### config.mk
export PLATFORM = sky130hd
export DESIGN_NAME = pwm_multi_ch
export DESIGN_NICKNAME = d
export VERILOG_FILES = /design/src/rtl/pwm_multi_ch.sv
export SDC_FILE = /design/constraint.sdc
export NUM_CORES = 1
export LEC_CHECK = 0
export ABC_AREA = 0
export CAP_MARGIN = 20
export CORE_ASPECT_RATIO = 0.8
export CORE_MARGIN = 3
export CORE_UTILIZATION = 59
export DETAILED_ROUTE_END_ITERATION = 8
export PLACE_DENSITY = 0.8
export SLEW_MARGIN = 25
export SYNTH_ARGS = -nofsm -noshare
export SYNTH_HDL_FRONTEND = slang
export SYNTH_HIERARCHICAL = 1
export SYNTH_SLANG_ARGS = --single-unit
### constraint.sdc
create_clock -name clk -period 2.8 [get_ports clk]
set_clock_uncertainty 0.15 [all_clocks]
set_input_delay 0.28 -clock clk [delete_from_list [all_inputs] [get_ports clk]]
set_output_delay 0.28 -clock clk [all_outputs]
set_load 0.02 [all_outputs]
### src/rtl/pwm_multi_ch.sv
// Multi-channel PWM generator: shared prescaled timebase, edge or center
// alignment, and settings that load only at period boundaries.

module pwm_multi_ch_checker #(
  parameter int CHANNELS = 4,
  parameter int WIDTH    = 8,
  parameter int PRE_W    = 4
) (
  input logic                clk,
  input logic                reset,
  input logic                en,
  input logic [WIDTH-1:0]    cnt,
  input logic [WIDTH-1:0]    period_sh,
  input logic [PRE_W-1:0]    pre_cnt,
  input logic [PRE_W-1:0]    pre_sh,
  input logic [CHANNELS-1:0] pwm_out
);

  cnt_in_range: assert property (@(posedge clk) disable iff (reset)
    cnt <= period_sh);

  pre_in_range: assert property (@(posedge clk) disable iff (reset)
    pre_cnt <= pre_sh);

  off_when_disabled: assert property (@(posedge clk) disable iff (reset)
    !en |=> (pwm_out == {CHANNELS{1'b0}}));

endmodule

module pwm_multi_ch #(
  parameter int CHANNELS = 4,
  parameter int WIDTH    = 8,
  parameter int PRE_W    = 4
) (
  input  logic                clk,
  input  logic                reset,
  input  logic                en,
  input  logic                wr_en,
  input  logic [2:0]          wr_ch,
  input  logic [WIDTH-1:0]    wr_duty,
  input  logic [WIDTH-1:0]    period,
  input  logic [PRE_W-1:0]    prescale,
  input  logic                center,
  output logic [CHANNELS-1:0] pwm_out,
  output logic                period_start
);

  localparam logic [WIDTH-1:0] CNT_ZERO = WIDTH'(1'b0);
  localparam logic [WIDTH-1:0] CNT_ONE  = WIDTH'(1'b1);
  localparam logic [PRE_W-1:0] PRE_ZERO = PRE_W'(1'b0);
  localparam logic [PRE_W-1:0] PRE_ONE  = PRE_W'(1'b1);

  logic [WIDTH-1:0]    duty_buf_r [CHANNELS];
  logic [WIDTH-1:0]    duty_sh_r  [CHANNELS];
  logic [WIDTH-1:0]    period_sh_r;
  logic [PRE_W-1:0]    pre_sh_r;
  logic                mode_sh_r;
  logic [PRE_W-1:0]    pre_cnt_r;
  logic [WIDTH-1:0]    cnt_r;
  logic                dir_r;
  logic                restart_r;
  logic                new_period_r;

  logic                tick_s;
  logic                boundary_s;
  logic                load_s;
  logic [WIDTH-1:0]    cnt_next_s;
  logic                dir_next_s;
  logic [CHANNELS-1:0] cmp_s;

  // Timebase step: next counter/direction value and boundary detection.
  // Center mode counts 0..P-1 up, then P-1..0 down, so each value below P
  // occurs twice per 2*P-tick period and the waveform mirrors about the
  // boundary. restart_r forces a boundary on the first tick after en returns.
  always_comb begin
    tick_s     = en && (pre_cnt_r == pre_sh_r);
    boundary_s = 1'b0;
    cnt_next_s = cnt_r;
    dir_next_s = dir_r;
    if (!tick_s) begin
      boundary_s = 1'b0;
    end else if (restart_r) begin
      boundary_s = 1'b1;
    end else if (!mode_sh_r) begin
      if (cnt_r == period_sh_r) begin
        boundary_s = 1'b1;
      end else begin
        cnt_next_s = cnt_r + CNT_ONE;
      end
    end else if (period_sh_r == CNT_ZERO) begin
      boundary_s = 1'b1;
    end else if (!dir_r) begin
      if (cnt_r == (period_sh_r - CNT_ONE)) begin
        dir_next_s = 1'b1;
      end else begin
        cnt_next_s = cnt_r + CNT_ONE;
      end
    end else begin
      if (cnt_r == CNT_ZERO) begin
        boundary_s = 1'b1;
      end else begin
        cnt_next_s = cnt_r - CNT_ONE;
      end
    end
    load_s = !en || boundary_s;
  end

  // Per-channel compare against the active (shadowed) duty.
  always_comb begin
    cmp_s = {CHANNELS{1'b0}};
    for (int i = 0; i < CHANNELS; i++) begin
      cmp_s[i] = (cnt_r < duty_sh_r[i]);
    end
  end

  // Duty write buffer; indices at or above CHANNELS match no entry.
  always_ff @(posedge clk) begin
    if (reset) begin
      for (int i = 0; i < CHANNELS; i++) begin
        duty_buf_r[i] <= CNT_ZERO;
      end
    end else begin
      for (int i = 0; i < CHANNELS; i++) begin
        if (wr_en && (wr_ch == 3'(i))) begin
          duty_buf_r[i] <= wr_duty;
        end else begin
          duty_buf_r[i] <= duty_buf_r[i];
        end
      end
    end
  end

  // Shadow registers: transparent while disabled, otherwise boundary-loaded.
  always_ff @(posedge clk) begin
    if (reset) begin
      for (int i = 0; i < CHANNELS; i++) begin
        duty_sh_r[i] <= CNT_ZERO;
      end
      period_sh_r <= CNT_ZERO;
      pre_sh_r    <= PRE_ZERO;
      mode_sh_r   <= 1'b0;
    end else if (load_s) begin
      for (int i = 0; i < CHANNELS; i++) begin
        duty_sh_r[i] <= duty_buf_r[i];
      end
      period_sh_r <= period;
      pre_sh_r    <= prescale;
      mode_sh_r   <= center;
    end else begin
      period_sh_r <= period_sh_r;
      pre_sh_r    <= pre_sh_r;
      mode_sh_r   <= mode_sh_r;
    end
  end

  // Clock prescaler.
  always_ff @(posedge clk) begin
    if (reset) begin
      pre_cnt_r <= PRE_ZERO;
    end else if (!en || tick_s) begin
      pre_cnt_r <= PRE_ZERO;
    end else begin
      pre_cnt_r <= pre_cnt_r + PRE_ONE;
    end
  end

  // Period counter, count direction and restart request.
  always_ff @(posedge clk) begin
    if (reset) begin
      cnt_r     <= CNT_ZERO;
      dir_r     <= 1'b0;
      restart_r <= 1'b0;
    end else if (!en) begin
      cnt_r     <= CNT_ZERO;
      dir_r     <= 1'b0;
      restart_r <= 1'b1;
    end else if (boundary_s) begin
      cnt_r     <= CNT_ZERO;
      dir_r     <= 1'b0;
      restart_r <= 1'b0;
    end else begin
      cnt_r     <= cnt_next_s;
      dir_r     <= dir_next_s;
      restart_r <= restart_r;
    end
  end

  // Registered outputs; period_start is delayed to line up with the first
  // pwm_out sample taken from the new period's counter value.
  always_ff @(posedge clk) begin
    if (reset) begin
      pwm_out      <= {CHANNELS{1'b0}};
      new_period_r <= 1'b0;
      period_start <= 1'b0;
    end else begin
      pwm_out      <= en ? cmp_s : {CHANNELS{1'b0}};
      new_period_r <= boundary_s;
      period_start <= new_period_r && en;
    end
  end

  pwm_multi_ch_checker #(
    .CHANNELS (CHANNELS),
    .WIDTH    (WIDTH),
    .PRE_W    (PRE_W)
  ) u_checker (
    .clk       (clk),
    .reset     (reset),
    .en        (en),
    .cnt       (cnt_r),
    .period_sh (period_sh_r),
    .pre_cnt   (pre_cnt_r),
    .pre_sh    (pre_sh_r),
    .pwm_out   (pwm_out)
  );

endmodule

==> results.yml <==
detailed_routing:
  drc: 0
  vias_per_cell: 5.39
  drtAntennaViolNets: 0
  drt-initial-drc-count: 138
  vias: 3129
  finalWirelength_um: 8900
  avgRoutedWirePerCell_um: 15.3
  drt_first_pass_iters: 4
synth:
  postSynthAreaPerCell_um2: 11.4
  yosys_warnings: 6
  yosys.cell_types.count: 50
  synth_largest_area_cell: "edfxtp_1"
  ys_ff_latch: 97
  synth_enable_flop_cells: 64
  netlist_instances: 429
  async_flop_share: 0
  synth_area_um2: 4880
  synth_top_area_frac: 0.394
  synth_area_leaders: "edfxtp_1, dfxtp_1, ha_1, nor2b_1, and2_1"
  synth_nets: 490
  seq_area_frac_synth: 0.530
  ys.flop_type: "edfxtp_1"
grt:
  grt_usage: 0.207
  antenna_found_initial: 0
  grt_max_degree: 33
  grt_pass1_vias: 3128
  grt_first_pass_wirelength_um: 15000
  grt-ovfl-total: 0
die:
  core_area_um2: 7710
  die_w_um: 108
  dieArea_um2: 9400
  start_util: 0.633
  die_h_um: 87.3
  pin_count: 33
  num_rows: 28
timing:
  timing.fmax_ghz: 0.385
  finalSetupViolations: 0
  fin_tns_setup_ns: 0
  relSlewSlack: 0.401
  hold_viol: 0
  rsz0062_at_grt: "no"
  final.period_utilization: 0.927
  tightest_slew_ns: 0.897
  maxSlewViolCount: 0
  min_period_ns: 2.60
clocking:
  cts_sinks: 97
  clk_path_buf_depth: 2
  clkLatencyLatePin_ns: 0.36
  cts.reportedPaths.clkPinSlew_ns: 0.09
  cts_buffers: 9
  root_buffer: "clkbuf_8"
  htreeDepth: 3
  cts_tree: "done"
power_and_ir_drop:
  vdd_drop_max_mv: 0.343
  leakage_nw: 2.28
  power.density_nw_per_um2: 538
critical_path:
  crit_path_end_kind: "flop"
  arrival_ns: 2.69
  required_ns: 2.90
  start_kind: "flop"
  crit_type: "flop to flop"
  cp_slowest_cell: "or4b_1"
  slowest_delay_ns: 0.45
  cp_max_fo: 6
  path_cells: "inv_1 > ha_1 > or4b_1 > and4_1 > o21bai_2 > a2111oi_4 > buf_4 > nor2_2 > a211oi_2 > a31o_1"
place:
  placed_area_um2: 5360
  portBuffers: 32
  dp_hpwl_um: 6490
  place.gp.congestion: 0.868
layout:
  finish.instance_area_um2: 5550
  fin_util: 0.720
  drive_above_1_share: 0.0947
  antenna_cells: 0
  nNetsFinal: 531
  synthToLayoutAreaGrowth_pct: 13.9
status:
  status: "completed"
job:
  max-cap-violations: 0
hold_path:
  hp-class: "flop to flop"
[through the flow]
stage | instances | hold slack [ns] | power [mW] | setup WS [ns]
2_1_floorplan | 429 | 0.244 | 2.00 | 0.244
3_3_place_gp | 563 | 0.250 | 2.13 | 0.260
3_5_place_dp | 563 | 0.267 | 2.15 | 0.153
4_1_cts | 579 | 0.281 | 3.01 | 0.134
5_1_grt | 580 | 0.305 | 3.12 | 0.0204
6_report | 580 | 0.271 | 2.99 | 0.203
[layer usage]
metal  global-route usage  wire (um)  part of all wire
met4               0.0619         82            0.0092
met2                0.339       4200              0.47
met1                0.279       4180              0.47
met3               0.0430        434             0.049
met5                    0          0                 0
[critical path: cells and delay by family, from the launching register on]
kind                     cells  cell delay (ns)
adder cells (fa/ha/maj)      1             0.22
AO/OA/AOI/OAI                4             0.60
flip-flops                   1             0.38
AND/OR/NAND/NOR              3             0.89
buffers and inverters        2             0.26
[cells in the final DEF, fill, tap and decap left out, types with 4 or more instances in the layout]
master / n
dfxtp_1: 33
a211oi_1: 6
nor4_1: 7
mux2i_1: 12
clkbuf_8: 9
xor2_1: 14
ha_1: 33
edfxtp_1: 64
or2_2: 6
xnor2_1: 11
a21o_1: 15
buf_4: 13
nand2_1: 5
clkdlybuf4s50_1: 32
nand2b_1: 6
and2_1: 33
nor3_1: 8
inv_1: 39
a21oi_1: 5
nand3_1: 5
nor2b_1: 37
o21ai_0: 4
nor2_1: 33
[final cells by class]
type	instances	area (um^2)
fill	545	2150
tap	105	131
multi-input combinational	277	2060
clock inverter	4	33.8
inverter	39	146
sequential	97	2580
clock buffer	12	156
timing repair buffer	46	438
[state kept, by name (all words and copies together), names as in the netlist, 4 cells and up]
signal,count
cnt_r,8
duty_buf_r,32
duty_sh_r,32
period_sh_r,8
pre_cnt_r,4
pre_sh_r,4
pwm_out,4
[cell families after synthesis]
| kind of cell | after synthesis | synth area share |
|---|---|---|
| adders and majority gates | 33 | 0.0847 |
| AOI/OAI and AO/OA | 49 | 0.0801 |
| and+or+nand+nor | 158 | 0.189 |
| buffers and inverters | 55 | 0.0470 |
| DFF | 97 | 0.530 |
| muxes | 12 | 0.0246 |
| xor gates and xnor gates | 25 | 0.0449 |
[power by group]
group | leakage [nW] | internal (mW) | switching (mW)
combinational | 1.25 | 0.205 | 0.222
sequential | 0.936 | 1.65 | 0.0485
clock | 0.0927 | 0.386 | 0.480
total | 2.28 | 2.24 | 0.751
[synthesized netlist by cell type (2+ instances only)]
cell type,n
a211oi_1,6
a21o_1,15
a21oi_1,5
a221oi_1,2
a31oi_1,2
a41oi_1,3
and2_1,33
and3_1,3
and4_1,2
buf_2,3
buf_6,2
clkbuf_1,10
dfxtp_1,33
edfxtp_1,64
ha_1,33
inv_1,39
mux2i_1,12
nand2_1,5
nand2b_1,6
nand3_1,5
nand3b_1,2
nand4_1,2
nor2_1,33
nor2b_1,37
nor3_1,8
nor3b_1,2
nor4_1,7
nor4_2,2
o21ai_0,4
or2_2,6
xnor2_1,11
xor2_1,14
[path summary, 6_finish.rpt]
| path | startpoint | end | slack [ns] | depth (start not counted) |
|---|---|---|---|---|
| hold / removal | new_period_r | period_start | 0.27 | 2 |
| hold reg to reg | new_period_r | period_start | 0.27 | 2 |
| setup reg to reg | period_sh_r[1] | cnt_r[2] | 0.20 | 10 |
| setup / recovery | period_sh_r[1] | cnt_r[2] | 0.20 | 10 |
[what timing repair did]
action / CTS / global route
setup endpoints to repair: 0 / 8
resized for setup: 0 / 0
setup buffers: 0 / 1
hold buffers: 0 / 0
(Power assumes the default switching activity.)
